<file path="config.mk">
export PLATFORM = sky130hd
export DESIGN_NAME = uart_reg8to24
export DESIGN_NICKNAME = d
export VERILOG_FILES = /design/src/rtl/uart_reg8to24.sv
export SDC_FILE = /design/constraint.sdc
export NUM_CORES = 1
export LEC_CHECK = 0
export ABC_CLOCK_PERIOD_IN_PS = 2530
export BUFFER_PORTS_ARGS = -buffer_cell sky130_fd_sc_hd__buf_2
export CELL_PAD_IN_SITES_DETAIL_PLACEMENT = 1
export CELL_PAD_IN_SITES_GLOBAL_PLACEMENT = 1
export CORE_UTILIZATION = 42
export DETAILED_ROUTE_END_ITERATION = 10
export PLACE_DENSITY = 0.86
export SYNTH_ARGS = -nofsm -noshare
export SYNTH_HDL_FRONTEND = slang
export SYNTH_SLANG_ARGS = --single-unit
</file>
<file path="constraint.sdc">
create_clock -name clk -period 2.53 [get_ports clk]
set_clock_uncertainty 0.1 [all_clocks]
set_input_delay 0.253 -clock clk [delete_from_list [all_inputs] [get_ports clk]]
set_output_delay 0.253 -clock clk [all_outputs]
set_load 0.03 [all_outputs]
</file>
<file path="src/rtl/uart_reg8to24.sv">
// Receive-side byte packer: gathers up to three UART bytes into a 32-bit bus word
// ([23:0] data, [27:26] byte count) behind a one-word output holding register.
module uart_reg8to24 #(
    parameter int TIMEOUT_CYCLES = 1024
) (
    input  logic        clk,
    input  logic        rst,
    input  logic [7:0]  din,
    input  logic        din_valid,
    input  logic        rden,
    output logic [31:0] dout,
    output logic        valid,
    output logic        overflow,
    input  logic        clr_overflow
);
    localparam int IW = $clog2(TIMEOUT_CYCLES + 1);
    localparam logic [IW-1:0] TMO = IW'(TIMEOUT_CYCLES);

    logic [23:0]   acc_q, acc_d;
    logic [1:0]    acc_cnt_q, acc_cnt_d;
    logic [IW-1:0] idle_cnt_q, idle_cnt_d;
    logic [31:0]   out_word_q, out_word_d;
    logic          valid_q, valid_d;
    logic          overflow_q, overflow_d;
    logic          flush_req, slot_free;

    assign flush_req = (acc_cnt_q == 2'd3) || ((acc_cnt_q != 2'd0) && (idle_cnt_q == TMO));
    assign slot_free = !valid_q || rden;

    always_comb begin
        acc_d      = acc_q;
        acc_cnt_d  = acc_cnt_q;
        idle_cnt_d = idle_cnt_q;
        out_word_d = out_word_q;
        valid_d    = valid_q;
        overflow_d = clr_overflow ? 1'b0 : overflow_q;

        if (flush_req && slot_free) begin
            out_word_d = {4'b0, acc_cnt_q, 2'b0, acc_q};
            valid_d    = 1'b1;
            idle_cnt_d = '0;
            // A byte arriving on the flush edge starts the next word, so streaming never drops.
            if (din_valid) begin
                acc_d     = {16'b0, din};
                acc_cnt_d = 2'd1;
            end else begin
                acc_d     = '0;
                acc_cnt_d = 2'd0;
            end
        end else if (din_valid && (acc_cnt_q != 2'd3)) begin
            case (acc_cnt_q)
                2'd0:    acc_d[7:0]   = din;
                2'd1:    acc_d[15:8]  = din;
                default: acc_d[23:16] = din;
            endcase
            acc_cnt_d  = acc_cnt_q + 2'd1;
            idle_cnt_d = '0;
            if (rden) valid_d = 1'b0;
        end else if (din_valid) begin
            // Accumulator full and the output slot is occupied: the byte has nowhere to go.
            overflow_d = 1'b1;
            if (rden) valid_d = 1'b0;
        end else begin
            if (acc_cnt_q == 2'd0) begin
                idle_cnt_d = '0;
            end else if ((acc_cnt_q != 2'd3) && (idle_cnt_q != TMO)) begin
                idle_cnt_d = idle_cnt_q + 1'b1;
            end
            if (rden && valid_q) valid_d = 1'b0;
        end
    end

    always_ff @(posedge clk) begin
        if (rst) begin
            acc_q      <= '0;
            acc_cnt_q  <= '0;
            idle_cnt_q <= '0;
            out_word_q <= '0;
            valid_q    <= 1'b0;
            overflow_q <= 1'b0;
        end else begin
            acc_q      <= acc_d;
            acc_cnt_q  <= acc_cnt_d;
            idle_cnt_q <= idle_cnt_d;
            out_word_q <= out_word_d;
            valid_q    <= valid_d;
            overflow_q <= overflow_d;
        end
    end

    assign dout     = out_word_q;
    assign valid    = valid_q;
    assign overflow = overflow_q;
endmodule

</file>
Yosys cells after proc, flatten, opt, wreduce, memory -nomap -nowiden
Cells that the tools add are included.
- add/subtract/negate cells: 2
- equal/unequal tests: 6
- mux-type cells: 20
- bitwise gates (word level): 1
- reductions and logical operators: 21
- operators with widths (kind ; count):
    24-bit 2-to-1 mux ; 2
    8-bit 2-to-1 mux ; 4
    11-bit 2-to-1 mux ; 2
    11-bit by 1-bit adder with 11-bit output, second input constant ; 1
    11-bit == test, second input constant ; 1
    11-bit != test, second input constant ; 1
    1-bit 2-to-1 mux ; 10
    2-bit nonzero test ; 5
    2-bit AND reduction ; 4
    1-bit logical AND ; 5
    2-bit 2-to-1 mux ; 2
    4-bit nonzero test ; 1
    3-bit OR reduction ; 1
    2-bit by 1-bit adder with 2-bit output, second input constant ; 1
    2-bit by 1-bit == test with 1-bit output, second input constant ; 1
    2-bit == test, second input constant ; 1
    2-bit zero test ; 1
    1-bit logical OR ; 2
    2-bit by 1-bit != test with 1-bit output, second input constant ; 1
    2-bit != test, second input constant ; 1
    2-bit OR reduction ; 1
    1-bit zero test ; 1
    1-bit NOT ; 1
- register bits: 65
- output and inout port bits: 34
- word-level logic and storage cells: 58

Logic depth before layout (Yosys ltp)
- word-level depth: 6
- gate-level depth with buffers: 7
- mapped depth without buffers: 6

Least setup slack after synthesis
Ideal clock, no wire load.
- kind: reg-to-reg
- start point: reg acc_cnt_q[0]
- end point: reg idle_cnt_q[9]
- library setup time: 0.073 ns
- arrival time: 1.796 ns
- data required time: 2.357 ns
- path slack: 0.562 ns
- cell stages (with the launch flop): 7
- buffers on the path: 1
- cells stage by stage: dfxtp_1 ha_1 buf_2 nor2b_1 or4_4 or3_1 a21oi_1
- longest elaborated chain between the ends: 5
- RTL lines (item ; line ; source):
    start: declaration ; 20 ; logic [1:0] acc_cnt_q, acc_cnt_d;
    start signal: assignment ; 83 ; acc_cnt_q <= acc_cnt_d;
    2-bit nonzero test ; 27 ; assign flush_req = (acc_cnt_q == 2'd3) || ((acc_cnt_q != 2'd0) && (idle_cnt_q == TMO));
    1-bit logical AND ; 27 ;
    1-bit logical OR ; 27 ;
    1-bit logical AND ; 38 ; if (flush_req && slot_free) begin
    3-bit OR reduction (no line) ; - ;
    end signal: assignment ; 84 ; idle_cnt_q <= idle_cnt_d;
    end: declaration ; 21 ; logic [IW-1:0] idle_cnt_q, idle_cnt_d;
Several ways; a longest one is shown, not always the timed one.
A chain may end at the register's enable or synchronous reset.

Worst setup path after layout
- start point: reg acc_cnt_q[0]
- end point: reg idle_cnt_q[5]
Same word-level chain as after synthesis.

==> results.md <==
* Hold path startpoint: din[3]
* First-pass DRT Iterations at 7
* Max IR drop VDD at 0.330 mV
* Resize count post-CTS at 0
* Largest net degree at the start of global routing at 29
* CP Capture Type: flip-flop
* Final cell count without fillers at 432
* Syn Inst Count at 312
* Commonest non-fill, non-tap cell in the layout: dfxtp_1
* Worst-path clk slew at 0.07 ns
* Post-layout min period at 2.25 ns
* CTS HTree Levels at 3
* Vias in the first global route at 2,541
* Port buffer count at 40
* Routed WL per cell at 17.0 um
* Remaining DRCs at 4
* Share of flip-flops with an asynchronous set or reset at 0
* Hold buffers post-CTS at 0
* R2r startpoint: acc_cnt_q[0]$_SDFFE_PP0P_
* GRT Overall Usage at 0.224
* Die ar. at 7090 um^2
* Post-synth design cell area at 2840 um^2
* Pins over their slew limit at 0
* Clock tree buffer depth at 2
* CP Cell Sequence: inv_1, ha_1, nor4b_2, a31oi_2, buf_4, o211ai_2, nor2_1
* Total congestion overflow at 0
* Fin crit share at 0.890
* CP top delay family: compound AO/OA/AOI/OAI gates
* Unrepaired setup endpoints after global routing: no
* Register area share after synthesis at 0.459
* CP Launch Type: flip-flop
* Reg2Reg Depth at 7
* Clock root cell: clkbuf_8
* Clk Latency, worst-skew pair at 0.35 ns
* Crit path DAT at 2.37 ns
* Post-CTS Setup Inserts at 0
* Hold Crit Endpoint: acc_q[19]$_SDFFE_PP0P_
* Drt first-iter violations at 105
* Area of the core at 6420 um^2
* Most frequent cells in the layout: dfxtp_1 (65), buf_2 (40), a21oi_1 (34)
* Required @ worst endpoint at 2.65 ns
* Synth cell types at 42
* Antenna-violating nets left at 0
* Initial antenna violation count at 0
* Top_reg_cell synth: dfxtp_1
* GP Congestion at 0.886
* Critical path class: flip-flop to flip-flop
* Slew headroom at 0.613
* Slew @ Worst Pin at 0.576 ns
* Warnings from Yosys at 0
* Area grow syn2layout at 17.5%
* Routed WL at 7.34 mm
* Die Span Y at 84.2 um
* # nets final at 368
* First-pass GRT wire length at 12.5 mm
* Critical path fanouts, max at 17
* Placed insts at 416
* Avg Cell Area, Syn at 9.10 um^2
* Leak at 1.24 nW
* Antenna diodes at 0
* Reg area at 1300 um^2
* Power density cells at 685 nW/um^2
* Hold path depth at 3
* CTS tree: done
* Die width at 84.2 um
* Fmax at 444 MHz
* Final hold viol count at 0
* WP buf/inv at 2
* Failing checks: DRC
* Multi-input gate area at 1390 um^2
* Slowest stage delay, CP at 0.40 ns
* Final Util at 0.519
* CTS Sinks at 65
* Vias per cell at 5.73
* Setup TNS Final at 0 ns
* Vias at 2,476
* Number of synthesized flops with an enable pin at 0
* Fraction of layout cells with a size suffix above 1 at 0.225
* Final setup viols at 0
* Number of max-cap violations at 0
* Slowest CP cell: dfxtp_1
* Result of the run: finished with violations
* Synth Register Bits at 65
* Fillers at 766
* Flop-to-flop setup slack at 0.28 ns
* Total CTS buffers at 9
* Initial core utilization at 0.442
* Reg-to-Reg End: idle_cnt_q[5]$_SDFFE_PP0P_
* Cell Rows at 29
* Worst min path class: input port to flip-flop
* IO Pins at 47
* Hpwl dp at 5.20 mm
==> Yosys cell counts, drive strengths merged (4+ instances only) <==
master | n | area, um^2
dfxtp | 65 | 1300
a21oi | 34 | 170
nand2 | 29 | 109
a31o | 26 | 228
nor4b | 26 | 240
nand3 | 18 | 90.1
clkbuf | 15 | 56.3
o21ai | 15 | 82.6
buf | 14 | 83.8
inv | 10 | 37.5
nor2 | 8 | 30.0
ha | 5 | 62.6
nor3 | 5 | 25.0
xnor2 | 5 | 43.8
nor2b | 4 | 25.0
o211ai | 4 | 35.0
==> worst min-delay path: stages <==
cell	delay, ns
buf_2	0.12
nand2_1	0.06
a21oi_1	0.05
==> cells by family (layout without fill, tap and decap cells) <==
logic type / count (synthesis) / after routing / share of synthesized area
AO/OA/AOI/OAI: 87 / 87 / 0.205
XOR/XNOR: 5 / 5 / 0.0154
adder cells (fa/ha/maj): 5 / 5 / 0.0220
buffers and inverters: 39 / 77 / 0.0626
flip-flops: 65 / 65 / 0.459
other: 1 / 6 / 0.00132
AND/OR/NAND/NOR: 110 / 110 / 0.235
==> where the power goes <==
group	leakage (nW)	internal (mW)	switching, mW
clock network	0.109	0.554	0.417
logic	0.608	0.0795	0.158
registers	0.526	1.06	0.0200
total	1.24	1.69	0.595
==> per-stage QoR <==
step / hold WS (ns) / worst slack (ns) / area, um^2 / power (mW)
finish: 0.0795 / 0.278 / 3340 / 2.29
floorplan: 0.289 / 0.562 / 2860 / 1.26
global placement: 0.340 / 0.399 / 3120 / 1.32
global route: 0.0681 / 0.0614 / 3340 / 2.39
detailed placement: 0.344 / 0.287 / 3120 / 1.34
CTS: 0.0669 / 0.273 / 3340 / 2.31
==> state kept, by name, indices dropped and copies added, names as in the netlist <==
| register | cells |
|---|---|
| idle_cnt_q | 11 |
| acc_q | 24 |
| valid | 1 |
| overflow | 1 |
| acc_cnt_q | 2 |
| dout | 26 |
==> per-layer routing <==
| layer | share of wire | up-vias | wire (um) | GRT usage |
|---|---|---|---|---|
| met3 | 0.040 | 11 | 292 | 0.0708 |
| met1 | 0.45 | 1216 | 3310 | 0.269 |
| met5 | 0 | - | 0 | 0 |
| met2 | 0.49 | 42 | 3620 | 0.382 |
| li1 | - | 1207 | - | - |
| met4 | 0.017 | 0 | 123 | 0.0737 |
==> area by class of cell <==
type | instances | area share
Multi-Input combinational cell | 213 | 0.416
Sequential cell | 65 | 0.390
Timing Repair Buffer | 51 | 0.0885
Clock buffer | 9 | 0.0371
Tap cell | 77 | 0.0289
Clock inverter | 7 | 0.0285
Inverter | 10 | 0.0113
==> how the worst max path moves through the flow <==
stage,depth (start not counted),startpoint,endpoint
after detailed placement,7,acc_cnt_q[0]$_SDFFE_PP0P_,idle_cnt_q[5]$_SDFFE_PP0P_
after floorplan,6,acc_cnt_q[0]$_SDFFE_PP0P_,idle_cnt_q[9]$_SDFFE_PP0P_
after global placement,7,acc_cnt_q[0]$_SDFFE_PP0P_,idle_cnt_q[4]$_SDFFE_PP0P_
after CTS,7,acc_cnt_q[0]$_SDFFE_PP0P_,idle_cnt_q[5]$_SDFFE_PP0P_
final,7,acc_cnt_q[0]$_SDFFE_PP0P_,idle_cnt_q[5]$_SDFFE_PP0P_
after global routing,7,acc_cnt_q[0]$_SDFFE_PP0P_,idle_cnt_q[5]$_SDFFE_PP0P_
Note: power is estimated with default switching activity, not from simulation.
